**config.mk**
```make
export PLATFORM = sky130hd
export DESIGN_NAME = ps2_voice_alloc
export DESIGN_NICKNAME = d
export VERILOG_FILES = /design/src/rtl/ps2_voice_alloc.sv
export SDC_FILE = /design/constraint.sdc
export NUM_CORES = 1
export LEC_CHECK = 0
export ABC_AREA = 1
export CAP_MARGIN = 20
export CELL_PAD_IN_SITES_DETAIL_PLACEMENT = 0
export CELL_PAD_IN_SITES_GLOBAL_PLACEMENT = 1
export CORE_MARGIN = 2
export CORE_UTILIZATION = 35
export CTS_BUF_LIST = sky130_fd_sc_hd__clkbuf_4
export DETAILED_ROUTE_END_ITERATION = 8
export GPL_ROUTABILITY_DRIVEN = 1
export PLACE_DENSITY = 0.79
export SYNTH_ARGS = -nofsm -noshare
export SYNTH_HDL_FRONTEND = slang
export SYNTH_SLANG_ARGS = --single-unit
```
**constraint.sdc**
```tcl
create_clock -name clk_50Mhz -period 2.55 [get_ports clk_50Mhz]
set_input_delay 0.3825 -clock clk_50Mhz [delete_from_list [all_inputs] [get_ports clk_50Mhz]]
set_output_delay 0.3825 -clock clk_50Mhz [all_outputs]
set_load 0.005 [all_outputs]
```
**src/rtl/ps2_voice_alloc.sv**
```systemverilog
// PS/2 Set-2 scan-code parser feeding a round-robin-stealing voice allocator.
// Emits per-slot gate/code/ext and one-cycle note_on/note_off strobes.
module ps2_voice_alloc #(
  parameter int unsigned NUM_VOICES  = 4,
  parameter int unsigned VIDX_W      = 2,
  parameter int unsigned TIMEOUT_CYC = 50000
) (
  input  logic                    clk_50Mhz,
  input  logic                    rst_n,
  input  logic [7:0]              code,
  input  logic                    code_strobe,
  output logic [NUM_VOICES-1:0]   voice_gate,
  output logic [8*NUM_VOICES-1:0] voice_code,
  output logic [NUM_VOICES-1:0]   voice_ext,
  output logic                    note_on,
  output logic                    note_off,
  output logic [VIDX_W-1:0]       event_voice
);

  localparam int unsigned CNT_W = $clog2(TIMEOUT_CYC + 1);

  typedef enum logic [1:0] {
    S_IDLE   = 2'd0,
    S_EXT    = 2'd1,
    S_BRK    = 2'd2,
    S_EXTBRK = 2'd3
  } state_t;

  state_t             state, state_d;
  logic [CNT_W-1:0]   tmo_cnt, tmo_cnt_d;
  logic               make_c, brk_c, ext_c;
  logic               hit_c, free_c;
  logic [VIDX_W-1:0]  hit_idx_c, free_idx_c, slot_c;
  logic [VIDX_W-1:0]  steal_ptr;

  // Bytes that carry no key information (pause prefix, errors, BAT/ACK/resend).
  function automatic logic is_ignored(input logic [7:0] b);
    return (b == 8'hE1) || (b == 8'h00) || (b == 8'hAA) ||
           (b == 8'hFA) || (b == 8'hFE) || (b == 8'hFF);
  endfunction

  always_ff @(posedge clk_50Mhz or negedge rst_n) begin
    if (!rst_n) begin
      state   <= S_IDLE;
      tmo_cnt <= '0;
    end else begin
      state   <= state_d;
      tmo_cnt <= tmo_cnt_d;
    end
  end

  // Prefix parser: emits make/break decode for the byte in this strobe cycle.
  always_comb begin
    state_d   = state;
    tmo_cnt_d = tmo_cnt;
    make_c    = 1'b0;
    brk_c     = 1'b0;
    ext_c     = 1'b0;
    if (code_strobe) begin
      tmo_cnt_d = '0;
      case (state)
        S_IDLE: begin
          if (code == 8'hE0)      state_d = S_EXT;
          else if (code == 8'hF0) state_d = S_BRK;
          else if (!is_ignored(code)) make_c = 1'b1;
        end
        S_EXT: begin
          if (code == 8'hF0)      state_d = S_EXTBRK;
          else if (code == 8'hE0) state_d = S_EXT;
          else begin
            state_d = S_IDLE;
            if (!is_ignored(code)) begin
              make_c = 1'b1;
              ext_c  = 1'b1;
            end
          end
        end
        S_BRK: begin
          state_d = S_IDLE;
          if (!is_ignored(code)) brk_c = 1'b1;
        end
        S_EXTBRK: begin
          state_d = S_IDLE;
          if (!is_ignored(code)) begin
            brk_c = 1'b1;
            ext_c = 1'b1;
          end
        end
        default: state_d = S_IDLE;
      endcase
    end else if (state != S_IDLE) begin
      if (tmo_cnt == CNT_W'(TIMEOUT_CYC - 1)) begin
        state_d   = S_IDLE;
        tmo_cnt_d = '0;
      end else begin
        tmo_cnt_d = tmo_cnt + CNT_W'(1);
      end
    end
  end

  // Slot lookup: matching held key, lowest free slot, and the chosen target.
  always_comb begin
    hit_c      = 1'b0;
    hit_idx_c  = '0;
    free_c     = 1'b0;
    free_idx_c = '0;
    for (int v = NUM_VOICES - 1; v >= 0; v--) begin
      if (!voice_gate[v]) begin
        free_c     = 1'b1;
        free_idx_c = VIDX_W'(v);
      end
      if (voice_gate[v] && (voice_code[8*v +: 8] == code) && (voice_ext[v] == ext_c)) begin
        hit_c     = 1'b1;
        hit_idx_c = VIDX_W'(v);
      end
    end
    slot_c = free_c ? free_idx_c : steal_ptr;
  end

  always_ff @(posedge clk_50Mhz or negedge rst_n) begin
    if (!rst_n) begin
      voice_gate  <= '0;
      voice_code  <= '0;
      voice_ext   <= '0;
      note_on     <= 1'b0;
      note_off    <= 1'b0;
      event_voice <= '0;
      steal_ptr   <= '0;
    end else begin
      note_on  <= 1'b0;
      note_off <= 1'b0;
      if (make_c && !hit_c) begin
        for (int v = 0; v < NUM_VOICES; v++) begin
          if (VIDX_W'(v) == slot_c) begin
            voice_gate[v]         <= 1'b1;
            voice_code[8*v +: 8]  <= code;
            voice_ext[v]          <= ext_c;
          end
        end
        note_on     <= 1'b1;
        event_voice <= slot_c;
        // Pointer only advances when a slot was actually stolen.
        if (!free_c) steal_ptr <= steal_ptr + VIDX_W'(1);
      end else if (brk_c && hit_c) begin
        voice_gate[hit_idx_c] <= 1'b0;
        note_off              <= 1'b1;
        event_voice           <= hit_idx_c;
      end
    end
  end

endmodule

```
==> impl_metrics.json <==
{
  "vias": 3493,
  "wl_per_cell_um": 13.4,
  "cp_common_cell": "nand2_1",
  "cts-resized-gates": 0,
  "combPwrFrac": 0.432,
  "clk_path_buf_depth": 2,
  "grt_pass1_wl_mm": 16.7,
  "postCtsSetupBuffers": 0,
  "fillers": 997,
  "outcome": "complete, no violations",
  "synthCells": 478,
  "viasPerCell": 4.80,
  "clk_pin_slew_ps": 120,
  "synth_xor_area_frac": 0.0312,
  "antenna_found_initial": 0,
  "io_buffers": 54,
  "regArea_sq_um": 1600,
  "cp.required_ps": 2870,
  "yosys.area.top_type_share": 0.439,
  "dr.pass1.iters": 4,
  "dieArea_sq_um": 11300,
  "rrSetupSlack_ps": 370,
  "p_sw_mw": 1.65,
  "grt_pass1_vias": 3387,
  "yosys-top-cells-area": "dfrtp_1 (44%), nand2_1 (13%), nor2_1 (6.1%)",
  "antennaDiodeCount": 0,
  "synth_common_cells": "nand2_1 (126), dfrtp_1 (64), nor2_1 (59)",
  "drtIter0Drc": 154,
  "slew_headroom": 0.583,
  "ir_drop_v": 0.000365,
  "dp.cells": 711,
  "path_class": "input pin to flop",
  "track_usage": 0.187,
  "seqPwrFrac": 0.386,
  "muxShareOfSynthArea": 0,
  "insertion_delay_ps": 420,
  "synth_top_family_by_area": "simple AND/OR/NAND/NOR gates",
  "fp.dieH_um": 106,
  "synth-simple-area-share": 0.330,
  "power.internal_mw": 2.75,
  "areaGrowthSynthToFinish_pct": 35.1,
  "syn_nets": 490,
  "grt_overflow": 0,
  "path_delay_family": "simple AND/OR/NAND/NOR gates",
  "core_region_area_sq_um": 10200,
  "power_density_nw_per_um2": 894,
  "hold_viol": 0,
  "num-nets-final": 599,
  "start_util": 0.356,
  "ys_types": 39,
  "tightest_slew_ps": 625,
  "synth-compound-area-share": 0.117,
  "post-route-min-period_ps": 2270,
  "finalSetupTns_ps": 0,
  "htree_levels": 3,
  "crit_path_end_kind": "flop",
  "hpwl_mm": 7.48,
  "hp-class": "flop to flop",
  "grt_max_degree": 40,
  "ys.flop_type": "dfrtp_1",
  "power.total_mw": 4.41,
  "rsz0062_at_grt": "no",
  "setup_viol": 0,
  "slowest_delay_ps": 620,
  "skew_ps": 8.98,
  "synth.most_common_cell": "nand2_1",
  "ys_ff_latch": 64,
  "power.leakage_nw": 2.30,
  "final_cells": 728,
  "totalWireLength_mm": 9.73,
  "clock-sinks": 64,
  "dieWidth_um": 106,
  "swShare": 0.375,
  "root_buffer": "clkbuf_4",
  "critPathArrivalTime_ps": 2590,
  "yosysTopAreaCell": "dfrtp_1",
  "postCtsHoldBufs": 1,
  "yosys_warnings": 0,
  "period_share": 0.892,
  "max_cap_violations": 0,
  "async_reset_ff_frac": 1.00,
  "multi_input_area_sq_um": 1760,
  "clockPowerShare": 0.182,
  "worst_path_max_delay_cell": "clkdlybuf4s50_1",
  "avgSynthCellArea_sq_um": 7.63,
  "synth_edf_count": 0,
  "drc": 0,
  "synthAdderAreaFrac": 0.00343,
  "postRouteAntennaNets": 0,
  "path_cells": "clkdlybuf4s50_1 > nand2_1 > nor2_1 > nand2_1 > nand3_1 > nor2_4 > nand2_4 > nand2_1 > nand3_2 > nand2_4 > nor2_8 > nand4_2 > buf_12 > nand2_1 > o21ai_1",
  "fp-row-count": 37,
  "clock.fmax_mhz": 440,
  "start_kind": "input pin",
  "ys_seq_area_frac": 0.439,
  "num_io_pins": 55,
  "synth_area_sq_um": 3650,
  "cts_tree": "built",
  "cts-buffers-inserted": 9,
  "place.gp.congestion": 0.870,
  "drive_above_1_share": 0.181,
  "crit_buf_inv": 2,
  "critPathMaxFanout": 19,
  "drv_slew": 0
}
[area by class of cell]
| type | count | area share |
|---|---|---|
| tap | 136 | 0.0345 |
| sequential | 64 | 0.325 |
| clock inverter | 7 | 0.0193 |
| clock buffer | 9 | 0.0137 |
| multi-input combinational | 348 | 0.357 |
| inverter | 54 | 0.0411 |
| timing repair buffer | 110 | 0.210 |
[cell families (layout without fill, tap and decap cells)]
group | Yosys count | after routing
and+or+nand+nor | 259 | 259
DFF | 64 | 64
buffers and inverters | 66 | 180
AOI/OAI and AO/OA | 75 | 75
xor gates and xnor gates | 13 | 13
adders and majority gates | 1 | 1
[sequential cells by signal, indices dropped and copies added, names as in the netlist]
name,flops
event_voice,2
note_off,1
note_on,1
state,2
steal_ptr,2
tmo_cnt,16
voice_code,32
voice_ext,4
voice_gate,4
[layer usage]
layer	track usage	share of wire	up-vias	wire (um)
li1	-	-	1785	-
met1	0.257	0.48	1615	4670
met4	0.0583	0.015	0	144
met3	0.0331	0.034	14	335
met5	0	0	-	0
met2	0.300	0.47	79	4580
[stage by stage]
stage / utilization / cell area, sq um / worst slack, ps / hold slack (ps)
floorplan: - / 3650 / 481 / 86.9
global placement: 0.465 / 4760 / -91.3 / 436
detailed placement: 0.465 / 4760 / -145 / 435
CTS: 0.482 / 4930 / 290 / 495
global route: 0.482 / 4930 / 70.0 / 532
finish: 0.482 / 4930 / 276 / 494
[power by group through the flow]
| stage | combinational, mW | sequential, mW | clock (mW) |
|---|---|---|---|
| after CTS | 1.92 | 1.70 | 0.832 |
| after detailed placement | 1.92 | 1.72 | 0 |
| final | 1.90 | 1.70 | 0.803 |
| after global routing | 2.15 | 1.75 | 0.873 |
| after global placement | 1.88 | 1.71 | 0 |
| after floorplan | 0.990 | 1.64 | 0 |
[cell usage in the layout (no fill, tap or decap), types with 3 or more instances in the layout]
master / Yosys / routed
a21oi_1: 11 / 11
a31oi_1: 3 / 3
buf_12: 0 / 6
buf_4: 0 / 49
clkbuf_4: 0 / 9
clkdlybuf4s50_1: 0 / 53
dfrtp_1: 64 / 64
inv_1: 48 / 48
inv_2: 6 / 6
nand2_1: 126 / 126
nand2_2: 5 / 5
nand2_4: 3 / 3
nand3_1: 21 / 21
nand3_2: 7 / 7
nand4_1: 13 / 13
nor2_1: 59 / 59
nor3_1: 9 / 9
o2111ai_1: 3 / 3
o21ai_0: 11 / 11
o21ai_1: 36 / 36
o22ai_1: 3 / 3
or2_2: 4 / 4
xnor2_1: 7 / 7
xor2_1: 6 / 6
[worst register-to-register path, cell delays in order, from the launching register on]
cell,delay (ps)
dfrtp_1,440
nor2_1,80
inv_1,120
nor2_1,90
inv_1,90
nand2_1,70
nor2_1,150
nand2_1,100
nor3_1,220
nand3_1,150
nor3_1,260
nand2_1,110
o21ai_0,160
a21oi_1,50
[final timing paths]
path                         startpoint              to  cells after the start
min in group asynchronous         rst_n  voice_code[25]                      2
max in group asynchronous         rst_n      tmo_cnt[3]                      3
hold / removal             steal_ptr[1]    steal_ptr[1]                      2
hold reg to reg            steal_ptr[1]    steal_ptr[1]                      2
setup / recovery                code[4]  voice_code[23]                     15
setup reg to reg               state[1]     tmo_cnt[13]                     13
(Power assumes the default switching activity.)
